`config.mk`:
```
export PLATFORM = sky130hd
export DESIGN_NAME = fetch_unit
export DESIGN_NICKNAME = d
export VERILOG_FILES = /design/src/rtl/fetch_unit_pkg.sv /design/src/rtl/fetch_unit.sv
export SDC_FILE = /design/constraint.sdc
export NUM_CORES = 1
export LEC_CHECK = 0
export CORE_MARGIN = 1
export CORE_UTILIZATION = 55
export CTS_BUF_LIST = sky130_fd_sc_hd__clkbuf_2 sky130_fd_sc_hd__clkbuf_4 sky130_fd_sc_hd__clkbuf_8
export DETAILED_ROUTE_END_ITERATION = 16
export PLACE_DENSITY = 0.92
export SYNTH_ARGS = -nofsm -noshare
export SYNTH_HDL_FRONTEND = slang
export SYNTH_SLANG_ARGS = --single-unit
```
`constraint.sdc`:
```
create_clock -name clk -period 4.2 [get_ports clk]
set_clock_uncertainty 0.2 [all_clocks]
set_input_delay 0.63 -clock clk [delete_from_list [all_inputs] [get_ports clk]]
set_output_delay 0.63 -clock clk [all_outputs]
set_load 0.05 [all_outputs]
```
`src/rtl/fetch_unit_pkg.sv`:
```
// Shared constants and FSM encoding for the IF-stage fetch controller.
package fetch_unit_pkg;

    localparam int                         FETCH_WORD_SIZE = 16;
    localparam logic [FETCH_WORD_SIZE-1:0] FETCH_RESET_PC  = 16'h0000;

    typedef enum logic [1:0] {
        FETCH_S_REQ   = 2'd0,
        FETCH_S_HAVE  = 2'd1,
        FETCH_S_DRAIN = 2'd2
    } fetch_state_e;

endpackage

```
`src/rtl/fetch_unit.sv`:
```
// IF stage: PC, imem read handshake, IF/ID register; one instruction per 2 cycles at best,
// stalls on pc_write/ir_write, drains uncancellable reads after flush. FETCH_NUM_INST_EN adds num_inst counter.
module fetch_unit
    import fetch_unit_pkg::*;
#(
    parameter int                   WORD_SIZE = FETCH_WORD_SIZE,
    parameter logic [WORD_SIZE-1:0] RESET_PC  = FETCH_RESET_PC
) (
    input  logic                 clk,
    input  logic                 reset_n,
    input  logic                 pc_write,
    input  logic                 ir_write,
    input  logic                 flush,
    input  logic [WORD_SIZE-1:0] flush_target,
    input  logic                 incr_num_inst,
    output logic                 i_read_req,
    output logic [WORD_SIZE-1:0] i_address,
    input  logic [WORD_SIZE-1:0] i_data,
    input  logic                 i_ready,
    output logic [WORD_SIZE-1:0] ifid_inst,
    output logic [WORD_SIZE-1:0] ifid_pc_plus1,
    output logic                 ifid_valid,
    output logic [WORD_SIZE-1:0] num_inst
);

    fetch_state_e         state_q, state_d;
    logic [WORD_SIZE-1:0] pc_q, pc_d;
    logic [WORD_SIZE-1:0] req_addr_q, req_addr_d;
    logic [WORD_SIZE-1:0] fb_q, fb_d;
    logic                 fb_valid_q, fb_valid_d;
    logic [WORD_SIZE-1:0] ifid_inst_q, ifid_inst_d;
    logic [WORD_SIZE-1:0] ifid_pc_plus1_q, ifid_pc_plus1_d;
    logic                 ifid_valid_q, ifid_valid_d;

    logic                 adv;
    logic                 consume;
    logic [WORD_SIZE-1:0] pc_plus1;

    assign adv      = pc_write & ir_write & ~flush;
    assign consume  = (state_q == FETCH_S_HAVE) & fb_valid_q & adv;
    assign pc_plus1 = pc_q + WORD_SIZE'(1);

    always_ff @(posedge clk or negedge reset_n) begin
        if (!reset_n) begin
            state_q <= FETCH_S_REQ;
        end else begin
            state_q <= state_d;
        end
    end

    always_comb begin
        state_d = state_q;
        case (state_q)
            FETCH_S_REQ: begin
                if (flush) begin
                    state_d = i_ready ? FETCH_S_REQ : FETCH_S_DRAIN;
                end else if (i_ready) begin
                    state_d = FETCH_S_HAVE;
                end
            end
            FETCH_S_HAVE: begin
                if (flush || consume) begin
                    state_d = FETCH_S_REQ;
                end
            end
            FETCH_S_DRAIN: begin
                if (i_ready) begin
                    state_d = FETCH_S_REQ;
                end
            end
            default: state_d = FETCH_S_REQ;
        endcase
    end

    // Reset is folded in so no request is visible while reset_n is low.
    always_comb begin
        i_read_req = reset_n & ((state_q == FETCH_S_REQ) | (state_q == FETCH_S_DRAIN));
        i_address  = req_addr_q;
    end

    always_comb begin
        pc_d            = pc_q;
        req_addr_d      = req_addr_q;
        fb_d            = fb_q;
        fb_valid_d      = fb_valid_q;
        ifid_inst_d     = ifid_inst_q;
        ifid_pc_plus1_d = ifid_pc_plus1_q;
        ifid_valid_d    = ifid_valid_q;

        if (flush) begin
            pc_d       = flush_target;
            fb_valid_d = 1'b0;
            // An outstanding read without i_ready keeps its address until drained.
            if (i_ready || state_q == FETCH_S_HAVE) begin
                req_addr_d = flush_target;
            end
        end else begin
            case (state_q)
                FETCH_S_REQ: begin
                    if (i_ready) begin
                        fb_d       = i_data;
                        fb_valid_d = 1'b1;
                    end
                end
                FETCH_S_HAVE: begin
                    if (consume) begin
                        pc_d       = pc_plus1;
                        req_addr_d = pc_plus1;
                        fb_valid_d = 1'b0;
                    end
                end
                FETCH_S_DRAIN: begin
                    if (i_ready) begin
                        req_addr_d = pc_q;
                    end
                end
                default: ;
            endcase
        end

        if (ir_write) begin
            if (consume) begin
                ifid_inst_d     = fb_q;
                ifid_pc_plus1_d = pc_plus1;
                ifid_valid_d    = 1'b1;
            end else begin
                ifid_valid_d    = 1'b0;
            end
        end
    end

    always_ff @(posedge clk or negedge reset_n) begin
        if (!reset_n) begin
            pc_q            <= RESET_PC;
            req_addr_q      <= RESET_PC;
            fb_q            <= '0;
            fb_valid_q      <= 1'b0;
            ifid_inst_q     <= '0;
            ifid_pc_plus1_q <= '0;
            ifid_valid_q    <= 1'b0;
        end else begin
            pc_q            <= pc_d;
            req_addr_q      <= req_addr_d;
            fb_q            <= fb_d;
            fb_valid_q      <= fb_valid_d;
            ifid_inst_q     <= ifid_inst_d;
            ifid_pc_plus1_q <= ifid_pc_plus1_d;
            ifid_valid_q    <= ifid_valid_d;
        end
    end

    assign ifid_inst     = ifid_inst_q;
    assign ifid_pc_plus1 = ifid_pc_plus1_q;
    assign ifid_valid    = ifid_valid_q;

`ifdef FETCH_NUM_INST_EN
    logic [WORD_SIZE-1:0] num_inst_q, num_inst_d;

    always_comb begin
        num_inst_d = num_inst_q;
        if (incr_num_inst & ifid_valid_q & ir_write) begin
            num_inst_d = num_inst_q + WORD_SIZE'(1);
        end
    end

    always_ff @(posedge clk or negedge reset_n) begin
        if (!reset_n) begin
            num_inst_q <= '0;
        end else begin
            num_inst_q <= num_inst_d;
        end
    end

    assign num_inst = num_inst_q;
`else
    logic unused_incr_num_inst;
    assign unused_incr_num_inst = incr_num_inst;
    assign num_inst             = '0;
`endif

endmodule

```
# Word level (Yosys, flattened, before mapping)
# Index checks and enable logic that the tools add are counted.
# classes
n_mux	18
n_bitwise	7
eq_ne	8
reduce_logical	13
add_sub_neg	1
# op_table
op	n
$mux 16	6
$pmux 16 s2	1
$add 16x1->16 const B	1
$mux 2	5
$ne 3x3->1 const B	3
$reduce_and 3->1	3
$pmux 2 s3	1
$reduce_bool 3->1	2
$and 1x1->1	5
$mux 1	4
$ne 2x2->1 const B	2
$reduce_and 2->1	2
$reduce_and 4->1	1
$reduce_bool 2->1	2
$eq 2x1->1 const B	1
$eq 2x2->1 const B	1
$logic_not 2->1	1
$logic_or 1x1->1	2
$ne 2x1->1 const B	1
$pmux 1 s2	1
$not 1->1	1
$or 1x1->1	1
# totals
inputBits	39
out_inout_bits	66
register_bits	84
elab_cells	55

# Depth between registers and ports, before layout
# logic_depth
word_depth	6
ltp_mapped	8

# Worst setup path after synthesis
# Ideal clock, no wire load.
# synth_path
kind	input to register
from	input port flush
to	register fb_q[10]
setup_time_ps	125
path_stages	4
path_buffers	2
path_slack_ps	1920
arrival_time_ps	1955
cell_sequence	buf_2 -> nor4b_2 -> buf_4 -> mux2_2
# synth_via
elab_chain_cells	2
# synth_lines
element	line_no	text
from (decl)	fetch_unit.sv:13	input logic flush,
$not 1->1 (no line)	-	
$reduce_and 3->1 (no line)	-	
to (signal assigned)	fetch_unit.sv:136	fb_q <= '0;
to (signal assigned)	fetch_unit.sv:144	fb_q <= fb_d;
to (decl)	fetch_unit.sv:29	logic [WORD_SIZE-1:0] fb_q, fb_d;
# No other way between the ends.
# A chain may end at the register's enable or synchronous reset.

# Worst setup path after layout
# layout_path
from	input port reset_n
to	output port i_read_req
# layout_via
elab_chain_cells	1
# layout_lines
element	line_no	text
from (decl)	fetch_unit.sv:10	input logic reset_n,
$and 1x1->1	fetch_unit.sv:77	i_read_req = reset_n & ((state_q == FETCH_S_REQ) | (state_q == FETCH_S_DRAIN));
to (decl)	fetch_unit.sv:16	output logic i_read_req,
# No other way between the ends.

==> flow_metrics.tcl <==
set metrics [dict create \
    status "finished clean" \
    register_area_mm2 0.00210 \
    clockBufferDepth 2 \
    synthMuxAreaShare 0.0573 \
    core_area_mm2 0.00737 \
    r2r-start "state_q[0]$_DFFE_PN0P_" \
    synth_largest_area_cell "dfrtp_1" \
    ys_seq_area_frac 0.493 \
    slew_headroom 0.292 \
    ctsResizeCount 0 \
    drt_iter0_markers 304 \
    yosysWarnings 0 \
    fin_crit_sh 0.697 \
    cts-root-buf "clkbuf_8" \
    avgSynthCellArea_um2 9.40 \
    synthXorXnorAreaFrac 0.0514 \
    path_clk_slew_ps 90 \
    multi_input_area_mm2 0.00194 \
    synth_fa_ha_area_frac 0.00294 \
    vias_per_cell 5.78 \
    io_pins 105 \
    vias 3633 \
    setup_viol 0 \
    synth-main-ff-cell "dfrtp_1" \
    critPathLaunchType "input pin" \
    drt-total-wl_mm 10.0 \
    ys_types 48 \
    port_buffers 87 \
    ys_top_cells_by_count "nand2_1, dfrtp_1, o21ai_0" \
    synth_cells 453 \
    worst_slew_pin_slew_ps 1060 \
    yosys.cell_count.top_type "nand2_1" \
    drv_slew 0 \
    synth_seq_cells 84 \
    avgRoutedWirePerCell_um 15.9 \
    nets 565 \
    row_count 31 \
    synthTopCellsByArea "dfrtp_1, nand2_1, o21ai_0" \
    grt_pass1_vias 3522 \
    rrSetupSlack_ps 1490 \
    reg2reg_depth 4 \
    drtAntennaViolNets 0 \
    clock-sinks 84 \
    max_freq_mhz 342 \
    criticalPathCategory "input pin to output pin" \
    grt_overflow 0 \
    synth_compound_area_frac 0.138 \
    syn2layout_area_growth_pct 24.5 \
    critPathArrivalTime_ps 2100 \
    critPathMaxFanout 41 \
    synth_top_family_by_area "simple AND/OR/NAND/NOR gates" \
    place_congestion 0.925 \
    drc 0 \
    first_pass_iters 5 \
    end_kind "output pin" \
    dpl.hpwl_mm 6.83 \
    syn-cell-area_mm2 0.00426 \
    drive_gt1_frac 0.106 \
    start_util 0.578 \
    rsz0062_at_grt "false" \
    ctsHoldBuffers 0 \
    tns_ps 0 \
    post_cts_buffers 0 \
    async_flop_share 1.00 \
    finalHoldViolations 0 \
    cts_buffers 9 \
    yosys.area_share.simple 0.189 \
    placed_area_mm2 0.00511 \
    cts_max_level 3 \
    die_w_um 90.0 \
    grt_pass1_wl_mm 16.6 \
    die_h_um 90.0 \
    power_density_mw_per_mm2 477 \
    clk_latency_ps 370 \
    ir_drop_mv 0.320 \
    p_leak_nw 2.27 \
    cts_tree "yes" \
    antenna_found_initial 0 \
    yosysTopAreaCellShare 0.493 \
    hold_path_class "input pin to async pin" \
    min_period_ps 2930 \
    synth_edf_count 0 \
    gr-usage-all-layers 0.255 \
    final_area_mm2 0.00530 \
    reg2reg_to "i_address[2]$_DFFE_PN0P_" \
    die_area_mm2 0.00810 \
    required_ps 3370 \
    fillers 539 \
    diodes 0 \
    grt_start_max_net_pins 46 \
    drv_cap 0 \
]
[area by class of cell]
type | count | area share
Multi-Input combinational cell | 332 | 0.366
Tap cell | 99 | 0.0234
Timing Repair Buffer | 95 | 0.175
Sequential cell | 84 | 0.396
Clock inverter | 7 | 0.0134
Inverter | 3 | 0.00212
Clock buffer | 9 | 0.0234
[how the worst max path moves through the flow]
stage                        from                       end
after floorplan             flush      fb_q[10]$_DFFE_PN0P_
after global placement      flush  i_address[2]$_DFFE_PN0P_
after detailed placement    flush  i_address[2]$_DFFE_PN0P_
after CTS                 reset_n                i_read_req
after global routing        flush  i_address[6]$_DFFE_PN0P_
final                     reset_n                i_read_req
[logic make-up (layout without fill, tap and decap cells)]
| kind of cell | Yosys count | count (layout) |
|---|---|---|
| simple gates | 175 | 175 |
| compound gates | 93 | 93 |
| flops | 84 | 84 |
| buf+inv | 52 | 114 |
| xor+xnor | 25 | 25 |
| mux | 22 | 22 |
| fa+ha+maj | 1 | 1 |
| other cells | 1 | 16 |
[per-stage QoR]
| step | power (mW) | hold slack [ps] | cells | worst slack [ps] | util |
|---|---|---|---|---|---|
| 2_1_floorplan | 1.68 | 134 | 468 | 1920 | - |
| 3_3_place_gp | 1.96 | 244 | 613 | 1020 | 0.693 |
| 3_5_place_dp | 1.98 | 254 | 613 | 964 | 0.693 |
| 4_1_cts | 2.55 | 31.2 | 629 | 1250 | 0.720 |
| 5_1_grt | 2.64 | 54.9 | 629 | 1090 | 0.720 |
| 6_report | 2.53 | 17.4 | 629 | 1270 | 0.720 |
[where the power goes]
part / internal, mW / total (mW) / leakage (nW) / switching (mW)
Clock: 0.231 / 0.564 / 0.0926 / 0.333
Sequential: 0.962 / 1.07 / 1.06 / 0.109
Combinational: 0.315 / 0.896 / 1.12 / 0.581
[state kept, by name, indices dropped and copies added, names as in the netlist]
signal,cells
ifid_pc_plus1,16
fb_valid_q,1
fb_q,16
i_address,16
pc_q,16
ifid_inst,16
state_q,2
ifid_valid,1
[placed cells by master (no fill, tap or decap), types with 9 or more instances in the layout]
| master | instances |
|---|---|
| a21oi_1 | 15 |
| buf_4 | 9 |
| clkbuf_8 | 9 |
| clkdlybuf4s50_1 | 86 |
| conb_1 | 16 |
| dfrtp_1 | 84 |
| mux2_2 | 19 |
| nand2_1 | 105 |
| nand3_1 | 11 |
| nor2_1 | 23 |
| o21ai_0 | 43 |
| xnor2_1 | 15 |
| xor2_1 | 10 |
[worst max-delay path: stages]
cell	delay, ps
buf_4	400
nor2b_1	200
clkdlybuf4s50_1	830
[layer usage]
metal / track usage / vias up / wire, µm
li1: - / 1663 / -
met1: 0.320 / 1747 / 3960
met2: 0.404 / 194 / 4740
met3: 0.0812 / 29 / 1010
met4: 0.112 / 0 / 280
met5: 0 / - / 0
Power figures use the tool's default switching activity.
